File: config.mk
export PLATFORM = sky130hd
export DESIGN_NAME = fetch_pc_unit_flat
export DESIGN_NICKNAME = d
export VERILOG_FILES = /design/src/rtl/fetch_pc_if.sv /design/src/rtl/fetch_pc_unit.sv /design/src/flat_wrapper.sv
export SDC_FILE = /design/constraint.sdc
export NUM_CORES = 1
export LEC_CHECK = 0
export CORE_MARGIN = 3
export CORE_UTILIZATION = 46
export CTS_BUF_LIST = sky130_fd_sc_hd__clkbuf_4
export CTS_CLUSTER_DIAMETER = 50
export DETAILED_ROUTE_END_ITERATION = 12
export PLACE_DENSITY = 0.79
export SYNTH_ARGS = -nofsm -noshare
export SYNTH_HDL_FRONTEND = slang
export SYNTH_SLANG_ARGS = --single-unit
File: constraint.sdc
create_clock -name clk -period 1.98 [get_ports clk]
set_input_delay 0.495 -clock clk [delete_from_list [all_inputs] [get_ports clk]]
set_output_delay 0.495 -clock clk [all_outputs]
set_load 0.02 [all_outputs]
File: src/rtl/fetch_pc_if.sv
// Fetch-stage bus: backend redirect, branch prediction, I-cache request/response
// and the push port into the instruction buffer, seen from the fetch unit (master).
interface fetch_pc_if;
  logic        flush;
  logic [31:0] redirect_pc;
  logic        bpu_taken;
  logic [31:0] bpu_target;

  logic        inst_req;
  logic [31:0] inst_addr;
  logic        inst_addr_ok;
  logic        inst_data_ok;
  logic [31:0] inst_rdata1;
  logic [31:0] inst_rdata2;

  logic        buffer_stall;
  logic        inst_valid;
  logic [31:0] pc1;
  logic [31:0] pc2;
  logic [31:0] inst1;
  logic [31:0] inst2;
  logic [31:0] pred_addr;
  logic        pc_is_exception_out1;
  logic        pc_is_exception_out2;
  logic [6:0]  pc_exception_cause_out1;
  logic [6:0]  pc_exception_cause_out2;

  modport master (
    input  flush, redirect_pc, bpu_taken, bpu_target,
    input  inst_addr_ok, inst_data_ok, inst_rdata1, inst_rdata2,
    input  buffer_stall,
    output inst_req, inst_addr,
    output inst_valid, pc1, pc2, inst1, inst2, pred_addr,
    output pc_is_exception_out1, pc_is_exception_out2,
    output pc_exception_cause_out1, pc_exception_cause_out2
  );

  modport slave (
    output flush, redirect_pc, bpu_taken, bpu_target,
    output inst_addr_ok, inst_data_ok, inst_rdata1, inst_rdata2,
    output buffer_stall,
    input  inst_req, inst_addr,
    input  inst_valid, pc1, pc2, inst1, inst2, pred_addr,
    input  pc_is_exception_out1, pc_is_exception_out2,
    input  pc_exception_cause_out1, pc_exception_cause_out2
  );
endinterface

File: src/rtl/fetch_pc_unit.sv
// Fetch PC unit: one outstanding two-word I-cache fetch at a time, registered push
// of each group (with predicted next PC) into the instruction buffer.
//   state    | meaning
//   S_REQ    | requesting at pc (or, if pc misaligned, emitting an ADEF group)
//   S_WAIT   | request accepted, waiting for read data
//   S_HOLD   | data captured, buffer stalled
//   S_CANCEL | flushed transaction still in flight, its data will be dropped
//   S_HALT   | ADEF group emitted, idle until the next flush
module fetch_pc_unit (
  input  logic        clk,
  input  logic        rst,
  fetch_pc_if.master  bus
);
  localparam logic [31:0] RESET_PC = 32'h1c000000;
  localparam logic [6:0]  EXC_ADEF = 7'h08;
  localparam logic [31:0] NOP_INST = 32'h03400000;

  typedef enum logic [2:0] {
    S_REQ    = 3'd0,
    S_WAIT   = 3'd1,
    S_HOLD   = 3'd2,
    S_CANCEL = 3'd3,
    S_HALT   = 3'd4
  } state_e;

  state_e      state_q;
  logic [31:0] pc_q;
  logic [31:0] next_pc_q;
  logic [31:0] hold1_q;
  logic [31:0] hold2_q;

  logic        valid_q;
  logic [31:0] pc1_q;
  logic [31:0] pc2_q;
  logic [31:0] inst1_q;
  logic [31:0] inst2_q;
  logic [31:0] pred_q;
  logic        exc1_q;
  logic        exc2_q;
  logic [6:0]  cause1_q;
  logic [6:0]  cause2_q;

  logic        pc_aligned;
  logic        req;

  assign pc_aligned = (pc_q[1:0] == 2'b00);
  assign req        = (state_q == S_REQ) && pc_aligned;

  assign bus.inst_req                = req;
  assign bus.inst_addr               = pc_q;
  assign bus.inst_valid              = valid_q & ~bus.flush;
  assign bus.pc1                     = pc1_q;
  assign bus.pc2                     = pc2_q;
  assign bus.inst1                   = inst1_q;
  assign bus.inst2                   = inst2_q;
  assign bus.pred_addr               = pred_q;
  assign bus.pc_is_exception_out1    = exc1_q;
  assign bus.pc_is_exception_out2    = exc2_q;
  assign bus.pc_exception_cause_out1 = cause1_q;
  assign bus.pc_exception_cause_out2 = cause2_q;

  always_ff @(posedge clk or negedge rst) begin
    if (!rst) begin
      state_q   <= S_REQ;
      pc_q      <= RESET_PC;
      next_pc_q <= 32'h0;
      hold1_q   <= 32'h0;
      hold2_q   <= 32'h0;
      valid_q   <= 1'b0;
      pc1_q     <= 32'h0;
      pc2_q     <= 32'h0;
      inst1_q   <= 32'h0;
      inst2_q   <= 32'h0;
      pred_q    <= 32'h0;
      exc1_q    <= 1'b0;
      exc2_q    <= 1'b0;
      cause1_q  <= 7'h0;
      cause2_q  <= 7'h0;
    end else begin
      valid_q <= 1'b0;
      if (bus.flush) begin
        pc_q <= bus.redirect_pc;
        unique case (state_q)
          S_REQ:    state_q <= (req && bus.inst_addr_ok) ? S_CANCEL : S_REQ;
          S_WAIT:   state_q <= bus.inst_data_ok ? S_REQ : S_CANCEL;
          // A response arriving alongside the redirect retires the cancelled fetch.
          S_CANCEL: state_q <= bus.inst_data_ok ? S_REQ : S_CANCEL;
          default:  state_q <= S_REQ;
        endcase
      end else begin
        unique case (state_q)
          S_REQ: begin
            if (pc_aligned) begin
              if (bus.inst_addr_ok) begin
                next_pc_q <= bus.bpu_taken ? bus.bpu_target : pc_q + 32'd8;
                state_q   <= S_WAIT;
              end
            end else if (!bus.buffer_stall) begin
              valid_q  <= 1'b1;
              pc1_q    <= pc_q;
              pc2_q    <= pc_q + 32'd4;
              inst1_q  <= NOP_INST;
              inst2_q  <= NOP_INST;
              pred_q   <= pc_q + 32'd8;
              exc1_q   <= 1'b1;
              exc2_q   <= 1'b1;
              cause1_q <= EXC_ADEF;
              cause2_q <= EXC_ADEF;
              state_q  <= S_HALT;
            end
          end
          S_WAIT: begin
            if (bus.inst_data_ok) begin
              if (!bus.buffer_stall) begin
                valid_q  <= 1'b1;
                pc1_q    <= pc_q;
                pc2_q    <= pc_q + 32'd4;
                inst1_q  <= bus.inst_rdata1;
                inst2_q  <= bus.inst_rdata2;
                pred_q   <= next_pc_q;
                exc1_q   <= 1'b0;
                exc2_q   <= 1'b0;
                cause1_q <= 7'h0;
                cause2_q <= 7'h0;
                pc_q     <= next_pc_q;
                state_q  <= S_REQ;
              end else begin
                hold1_q <= bus.inst_rdata1;
                hold2_q <= bus.inst_rdata2;
                state_q <= S_HOLD;
              end
            end
          end
          S_HOLD: begin
            if (!bus.buffer_stall) begin
              valid_q  <= 1'b1;
              pc1_q    <= pc_q;
              pc2_q    <= pc_q + 32'd4;
              inst1_q  <= hold1_q;
              inst2_q  <= hold2_q;
              pred_q   <= next_pc_q;
              exc1_q   <= 1'b0;
              exc2_q   <= 1'b0;
              cause1_q <= 7'h0;
              cause2_q <= 7'h0;
              pc_q     <= next_pc_q;
              state_q  <= S_REQ;
            end
          end
          S_CANCEL: begin
            if (bus.inst_data_ok) state_q <= S_REQ;
          end
          S_HALT: state_q <= S_HALT;
          default: state_q <= S_REQ;
        endcase
      end
    end
  end
endmodule

File: src/flat_wrapper.sv
// flat-port wrapper written by rule: the top's interface ports become plain ports
module fetch_pc_unit_flat 
  (clk, rst, bus_flush, bus_redirect_pc, bus_bpu_taken, bus_bpu_target, bus_inst_addr_ok, bus_inst_data_ok, bus_inst_rdata1, bus_inst_rdata2, bus_buffer_stall, bus_inst_req, bus_inst_addr, bus_inst_valid, bus_pc1, bus_pc2, bus_inst1, bus_inst2, bus_pred_addr, bus_pc_is_exception_out1, bus_pc_is_exception_out2, bus_pc_exception_cause_out1, bus_pc_exception_cause_out2);
  fetch_pc_if bus_i ();
  input  logic clk;
  input  logic rst;
  input wire logic [$bits(bus_i.flush)-1:0] bus_flush;
  input wire logic [$bits(bus_i.redirect_pc)-1:0] bus_redirect_pc;
  input wire logic [$bits(bus_i.bpu_taken)-1:0] bus_bpu_taken;
  input wire logic [$bits(bus_i.bpu_target)-1:0] bus_bpu_target;
  input wire logic [$bits(bus_i.inst_addr_ok)-1:0] bus_inst_addr_ok;
  input wire logic [$bits(bus_i.inst_data_ok)-1:0] bus_inst_data_ok;
  input wire logic [$bits(bus_i.inst_rdata1)-1:0] bus_inst_rdata1;
  input wire logic [$bits(bus_i.inst_rdata2)-1:0] bus_inst_rdata2;
  input wire logic [$bits(bus_i.buffer_stall)-1:0] bus_buffer_stall;
  output wire logic [$bits(bus_i.inst_req)-1:0] bus_inst_req;
  output wire logic [$bits(bus_i.inst_addr)-1:0] bus_inst_addr;
  output wire logic [$bits(bus_i.inst_valid)-1:0] bus_inst_valid;
  output wire logic [$bits(bus_i.pc1)-1:0] bus_pc1;
  output wire logic [$bits(bus_i.pc2)-1:0] bus_pc2;
  output wire logic [$bits(bus_i.inst1)-1:0] bus_inst1;
  output wire logic [$bits(bus_i.inst2)-1:0] bus_inst2;
  output wire logic [$bits(bus_i.pred_addr)-1:0] bus_pred_addr;
  output wire logic [$bits(bus_i.pc_is_exception_out1)-1:0] bus_pc_is_exception_out1;
  output wire logic [$bits(bus_i.pc_is_exception_out2)-1:0] bus_pc_is_exception_out2;
  output wire logic [$bits(bus_i.pc_exception_cause_out1)-1:0] bus_pc_exception_cause_out1;
  output wire logic [$bits(bus_i.pc_exception_cause_out2)-1:0] bus_pc_exception_cause_out2;
  assign bus_i.flush = bus_flush;
  assign bus_i.redirect_pc = bus_redirect_pc;
  assign bus_i.bpu_taken = bus_bpu_taken;
  assign bus_i.bpu_target = bus_bpu_target;
  assign bus_i.inst_addr_ok = bus_inst_addr_ok;
  assign bus_i.inst_data_ok = bus_inst_data_ok;
  assign bus_i.inst_rdata1 = bus_inst_rdata1;
  assign bus_i.inst_rdata2 = bus_inst_rdata2;
  assign bus_i.buffer_stall = bus_buffer_stall;
  assign bus_inst_req = bus_i.inst_req;
  assign bus_inst_addr = bus_i.inst_addr;
  assign bus_inst_valid = bus_i.inst_valid;
  assign bus_pc1 = bus_i.pc1;
  assign bus_pc2 = bus_i.pc2;
  assign bus_inst1 = bus_i.inst1;
  assign bus_inst2 = bus_i.inst2;
  assign bus_pred_addr = bus_i.pred_addr;
  assign bus_pc_is_exception_out1 = bus_i.pc_is_exception_out1;
  assign bus_pc_is_exception_out2 = bus_i.pc_is_exception_out2;
  assign bus_pc_exception_cause_out1 = bus_i.pc_exception_cause_out1;
  assign bus_pc_exception_cause_out2 = bus_i.pc_exception_cause_out2;
  fetch_pc_unit u_core (.clk(clk), .rst(rst), .bus(bus_i));
endmodule
==> summary.md <==
The run finished, with violations left. The Yosys step of the flow raised 0 warnings. For the number of endpoints with negative hold slack in the final report, the log shows 0. The count of clock tree sinks was 293; the share of layout cells above drive strength 1 was 24.6%. The total setup violations reported at the end of the flow came out at 10.

Static timing analysis puts the maximum clock frequency at 0.411 GHz. Among cell families on the critical path, the largest total delay comes from simple AND/OR/NAND/NOR gates. Top cell type by total area after synthesis: sky130_fd_sc_hd__dfrtp_1. The number of antenna violations at the first check in global routing was 7; the total CTS buffers was 77. For this run, global-route usage on met2 was measured as 43.5%. Summing the sequential cell areas from Yosys gives 54.3% of the chip area. The number of flops mapped to enable cells by yosys came out at 0. The master cell of the clock root buffer was sky130_fd_sc_hd__clkbuf_4. Sorting the synthesized cells by area gives the leading types as sky130_fd_sc_hd__dfrtp_1 (54%), sky130_fd_sc_hd__nor2_1 (5.8%), sky130_fd_sc_hd__nand2_1 (5.8%), sky130_fd_sc_hd__mux2_2 (5.3%), sky130_fd_sc_hd__o21ai_0 (4.2%).

For this run, asynchronously set or reset flops after synthesis account for 100%. The smallest clock period supported by the final layout is computed as 2.43 ns. By startpoint and endpoint, the worst setup path is classified as reg2out. The area added between synthesis and finish was 44.8%. Summed over all layers, the routed wires come to 46400 um.

The checks that failed: negative setup slack. The final number of max-transition violations is 0, and the stage delay of the slowest cell on the critical path is 0.55 ns. Counting flops and latches in the post-synthesis netlist gives 293. The floorplan has 62 rows.

The die covers 31500 um^2. In this run the worst hold path is classified as in2async. The die is 177 um wide. The number of routed nets with antenna violations was 0.

The die outline height is 177 um. The tools report the source of the worst register-to-register timing path as u_core.bus.inst_addr[0]. The tools report the clock insertion delay at the later pin of the skew report as 0.69 ns.

The reported leakage power was 0.00913 uW; the number of maximum-capacitance violations was 0. The worst reg2reg path endpoint is u_core.bus.inst2[9]. The global placer's final weighted congestion is 0.918. The tools report the smallest setup slack after layout as -0.454 ns. Global routing consumed, on the met3 layer, 5.52% of the routing resources. The worst hold slack came out at 0.243 ns.

The H-tree generated during clock tree synthesis spans 3 levels. The layer flagged by global routing as most heavily used is met2. Once detailed placement completed, the half-perimeter wirelength came to 30200 um. TritonCTS built the clock tree. The tools report the synthesized netlist cell count as 1380.

STA classifies the critical path startpoint as a flop. For this configuration, the core starts out at a cell density of 46.8%. Global routing consumed, over all layers together, 27.5% of the routing resources. After filler insertion, the fill cell instance count of the layout stands at 2256. In the routed layout, each cell is associated on average with a via count of 5.63. The average detailed-routed wire length per instance was 20.3 um. Counting cells, the worst reg-to-reg path comes to 8.

The worst register-to-register path has a setup slack of -0.03 ns. VDD sags by at most 750 uV. The most used flip-flop cell after synthesis is sky130_fd_sc_hd__dfrtp_1. For this run, design rule violations remaining after detail routing come to 0. STA puts the critical path data required time at 1.48 ns.

The completed layout was analyzed and its total power is 29400 uW. Setup repair after global routing could not meet its margin everywhere. The number of buffers added on ports works out to 332.

After synthesis, the mean cell area works out to 9.79 um^2. The number of different library cells used by synthesis comes to 54. The clock-pin slew reported for the worst setup and hold paths after clock tree synthesis works out to 0.07 ns. The worst setup path is captured at a primary output.

The cell repeated most along the worst path is sky130_fd_sc_hd__buf_6. The run gives 1976 as the post-layout net count. Counting along the longest clock path gives a buffer depth of 3.

Dividing the final minimum period by the clock period gives 123%. Walking the worst path, the cells encountered are or4_4 > buf_6 > nor2_4 > buf_6. On the critical path, the stage with the largest delay is an instance of sky130_fd_sc_hd__or4_4. The violation count after the first detailed-route iteration was 1313; the number of vias in the routed layout was 12800.

Between clock sinks in the finished design, the worst skew comes to 0.0459 ns. After floorplanning, the core was sized to cover 28900 um^2. Summing every instance area after synthesis gives 13500 um^2. The overflow left after global routing was 0; the total power divided by cell area was 1500 nW/um^2. The top cell type by area accounts for 53.7% of the synthesized area. The number of global-route vias before repair is 12900. The first-pass iteration count of the detailed router is 6.

The met1 routing resource usage after global routing is 35.4%, and the first-pass GRT wire length is 68700 um. The number of buffers and inverters on the critical path is 2, and the number of top-level pins is 345. STA puts the critical path data arrival time at 1.94 ns.

Along the worst path, the maximum fanout reaches 2. Entering global routing, the biggest net connects 75 pins.
==> cells by family (layout without fill, tap and decap cells) <==
group,after synthesis,count (layout),share of synthesized area [%]
flip-flops,293,293,54.3
adder cells (fa/ha/maj),2,2,0.185
buffers and inverters,135,635,5.00
AND/OR/NAND/NOR,532,532,17.3
XOR/XNOR,43,43,2.79
multiplexers,101,101,8.07
AO/OA/AOI/OAI,273,273,12.3
other,1,18,0.0278
==> through the flow <==
stage / utilization, % / setup WS, ns / area, um^2 / TNS (ns) / cells
global placement: 62.2 / -0.180 / 17900 / -33.87 / 2097
detailed placement: 62.2 / -0.235 / 17900 / -34.97 / 2097
CTS: 65.5 / -0.536 / 18900 / -0.682 / 2251
finish: 67.8 / -0.454 / 19600 / -0.555 / 2281
global route: 67.8 / -0.528 / 19600 / -3.10 / 2281
floorplan: - / -0.0101 / 13600 / -0.0172 / 1391
==> synthesized netlist by cell type, types with 2 or more instances <==
master	instances
sky130_fd_sc_hd__nor2_1	209
sky130_fd_sc_hd__a31oi_1	14
sky130_fd_sc_hd__nor3b_1	4
sky130_fd_sc_hd__nor4_2	2
sky130_fd_sc_hd__or4_4	2
sky130_fd_sc_hd__o21ai_0	113
sky130_fd_sc_hd__a221oi_1	58
sky130_fd_sc_hd__o21ai_1	11
sky130_fd_sc_hd__mux2i_1	37
sky130_fd_sc_hd__nand3_1	24
sky130_fd_sc_hd__nand2_1	208
sky130_fd_sc_hd__xnor2_1	20
sky130_fd_sc_hd__o22ai_1	11
sky130_fd_sc_hd__ha_1	2
sky130_fd_sc_hd__o211ai_1	5
sky130_fd_sc_hd__dfrtp_1	290
sky130_fd_sc_hd__nand4_1	16
sky130_fd_sc_hd__and3_1	3
sky130_fd_sc_hd__nor4_4	2
sky130_fd_sc_hd__buf_6	4
sky130_fd_sc_hd__a21boi_0	3
sky130_fd_sc_hd__nor3_1	26
sky130_fd_sc_hd__nor2b_1	2
sky130_fd_sc_hd__a21oi_1	49
sky130_fd_sc_hd__mux2_2	64
sky130_fd_sc_hd__o21a_1	2
sky130_fd_sc_hd__clkbuf_1	52
sky130_fd_sc_hd__xor2_1	23
sky130_fd_sc_hd__or4_1	2
sky130_fd_sc_hd__dfstp_2	3
sky130_fd_sc_hd__nor4b_1	2
sky130_fd_sc_hd__buf_1	3
sky130_fd_sc_hd__nor4_1	11
sky130_fd_sc_hd__buf_2	42
sky130_fd_sc_hd__o31ai_1	2
sky130_fd_sc_hd__and4_1	6
sky130_fd_sc_hd__and2_1	2
sky130_fd_sc_hd__o31a_1	2
sky130_fd_sc_hd__inv_1	9
sky130_fd_sc_hd__nand2b_1	4
sky130_fd_sc_hd__buf_4	23
==> report_power, final <==
group / leakage (uW) / switching (uW) / internal, uW
clock network: 0.000566 / 2510 / 2720
registers: 0.00357 / 1790 / 8850
logic: 0.00500 / 7950 / 5570
total: 0.00913 / 12200 / 17100
==> metal layers <==
metal,vias up,routed length [um]
li1,5729,-
met1,6202,17900
met2,751,21900
met3,163,4030
met4,2,2550
met5,-,11
==> cells in the final DEF, fill, tap and decap left out, types with 10 or more instances in the layout <==
cell type                         instances
sky130_fd_sc_hd__a21oi_1                 45
sky130_fd_sc_hd__buf_6                   19
sky130_fd_sc_hd__nand3_1                 20
sky130_fd_sc_hd__nor2_1                 202
sky130_fd_sc_hd__dlygate4sd2_1          154
sky130_fd_sc_hd__clkinv_1                11
sky130_fd_sc_hd__clkdlybuf4s50_1        131
sky130_fd_sc_hd__nand4_1                 16
sky130_fd_sc_hd__o21ai_0                 98
sky130_fd_sc_hd__o21ai_1                 26
sky130_fd_sc_hd__nand2_1                207
sky130_fd_sc_hd__a221oi_1                58
sky130_fd_sc_hd__dfrtp_2                 15
sky130_fd_sc_hd__mux2i_1                 37
sky130_fd_sc_hd__mux2_2                  64
sky130_fd_sc_hd__dfrtp_1                275
sky130_fd_sc_hd__nor3_1                  14
sky130_fd_sc_hd__nor3_2                  11
sky130_fd_sc_hd__clkdlybuf4s15_1         11
sky130_fd_sc_hd__xnor2_1                 20
sky130_fd_sc_hd__buf_2                   22
sky130_fd_sc_hd__conb_1                  12
sky130_fd_sc_hd__xor2_1                  22
sky130_fd_sc_hd__clkbuf_4               112
sky130_fd_sc_hd__buf_4                  113
sky130_fd_sc_hd__o22ai_1                 10
sky130_fd_sc_hd__a31oi_1                 13
sky130_fd_sc_hd__buf_12                  28
==> area by class of cell <==
cell class                      count  area, um^2  share of cell area, %
Sequential cell                   293        7350                   37.6
Antenna cell                        6        15.0                 0.0767
Tap cell                          384         480                   2.46
Multi-Input combinational cell    963        5980                   30.5
Inverter                           11        43.8                  0.224
Timing Repair Buffer              493        4740                   24.2
Clock inverter                     19         113                  0.575
Clock buffer                      112         841                   4.30
==> worst max-delay path by stage <==
stage	start	endpoint	depth (start not counted)
floorplan	u_core.bus.inst_addr[4]	u_core.next_pc_q[27]	6
global route	u_core.bus.inst_addr[0]	bus_inst_req	4
global placement	bus_inst_data_ok	u_core.bus.pred_addr[9]	9
finish	u_core.bus.inst_addr[0]	bus_inst_req	4
detailed placement	bus_inst_data_ok	u_core.bus.pred_addr[13]	9
CTS	u_core.bus.inst_addr[1]	bus_inst_req	4
==> state kept, by name, indices dropped and copies added (netlist names) <==
signal / flops
u_core.bus.inst_addr: 32
u_core.bus.inst2: 32
u_core.next_pc_q: 32
u_core.bus.pc1: 30
u_core.hold2_q: 32
u_core.bus.inst1: 32
u_core.hold1_q: 32
u_core.bus.pc2: 32
u_core.valid_q: 1
u_core.bus.pc_is_exception_out2: 1
u_core.state_q: 3
u_core.bus.pc_exception_cause_out1: 1
u_core.bus.pred_addr: 32
u_core.bus.pc_is_exception_out1: 1
==> worst reg2reg max path, cell delays in order, from the launching register on <==
cell	delay [ns]
sky130_fd_sc_hd__dfrtp_1	0.38
sky130_fd_sc_hd__or4_4	0.55
sky130_fd_sc_hd__and3_1	0.21
sky130_fd_sc_hd__nand2_4	0.13
sky130_fd_sc_hd__inv_4	0.09
sky130_fd_sc_hd__buf_12	0.17
sky130_fd_sc_hd__buf_12	0.17
sky130_fd_sc_hd__nor2_2	0.11
sky130_fd_sc_hd__nor2_1	0.07
==> timing repair <==
| item | 4_1_cts | 5_1_grt |
|---|---|---|
| resized for setup | 323 | 102 |
| pin swaps | 12 | 38 |
| cloned | 0 | 4 |
| endpoints found under the hold margin | 191 | 0 |
| setup buffers | 22 | 20 |
| hold buffers | 1 | 0 |
| endpoints found under the setup margin | 214 | 142 |
Note: power is estimated with default switching activity, not from simulation.
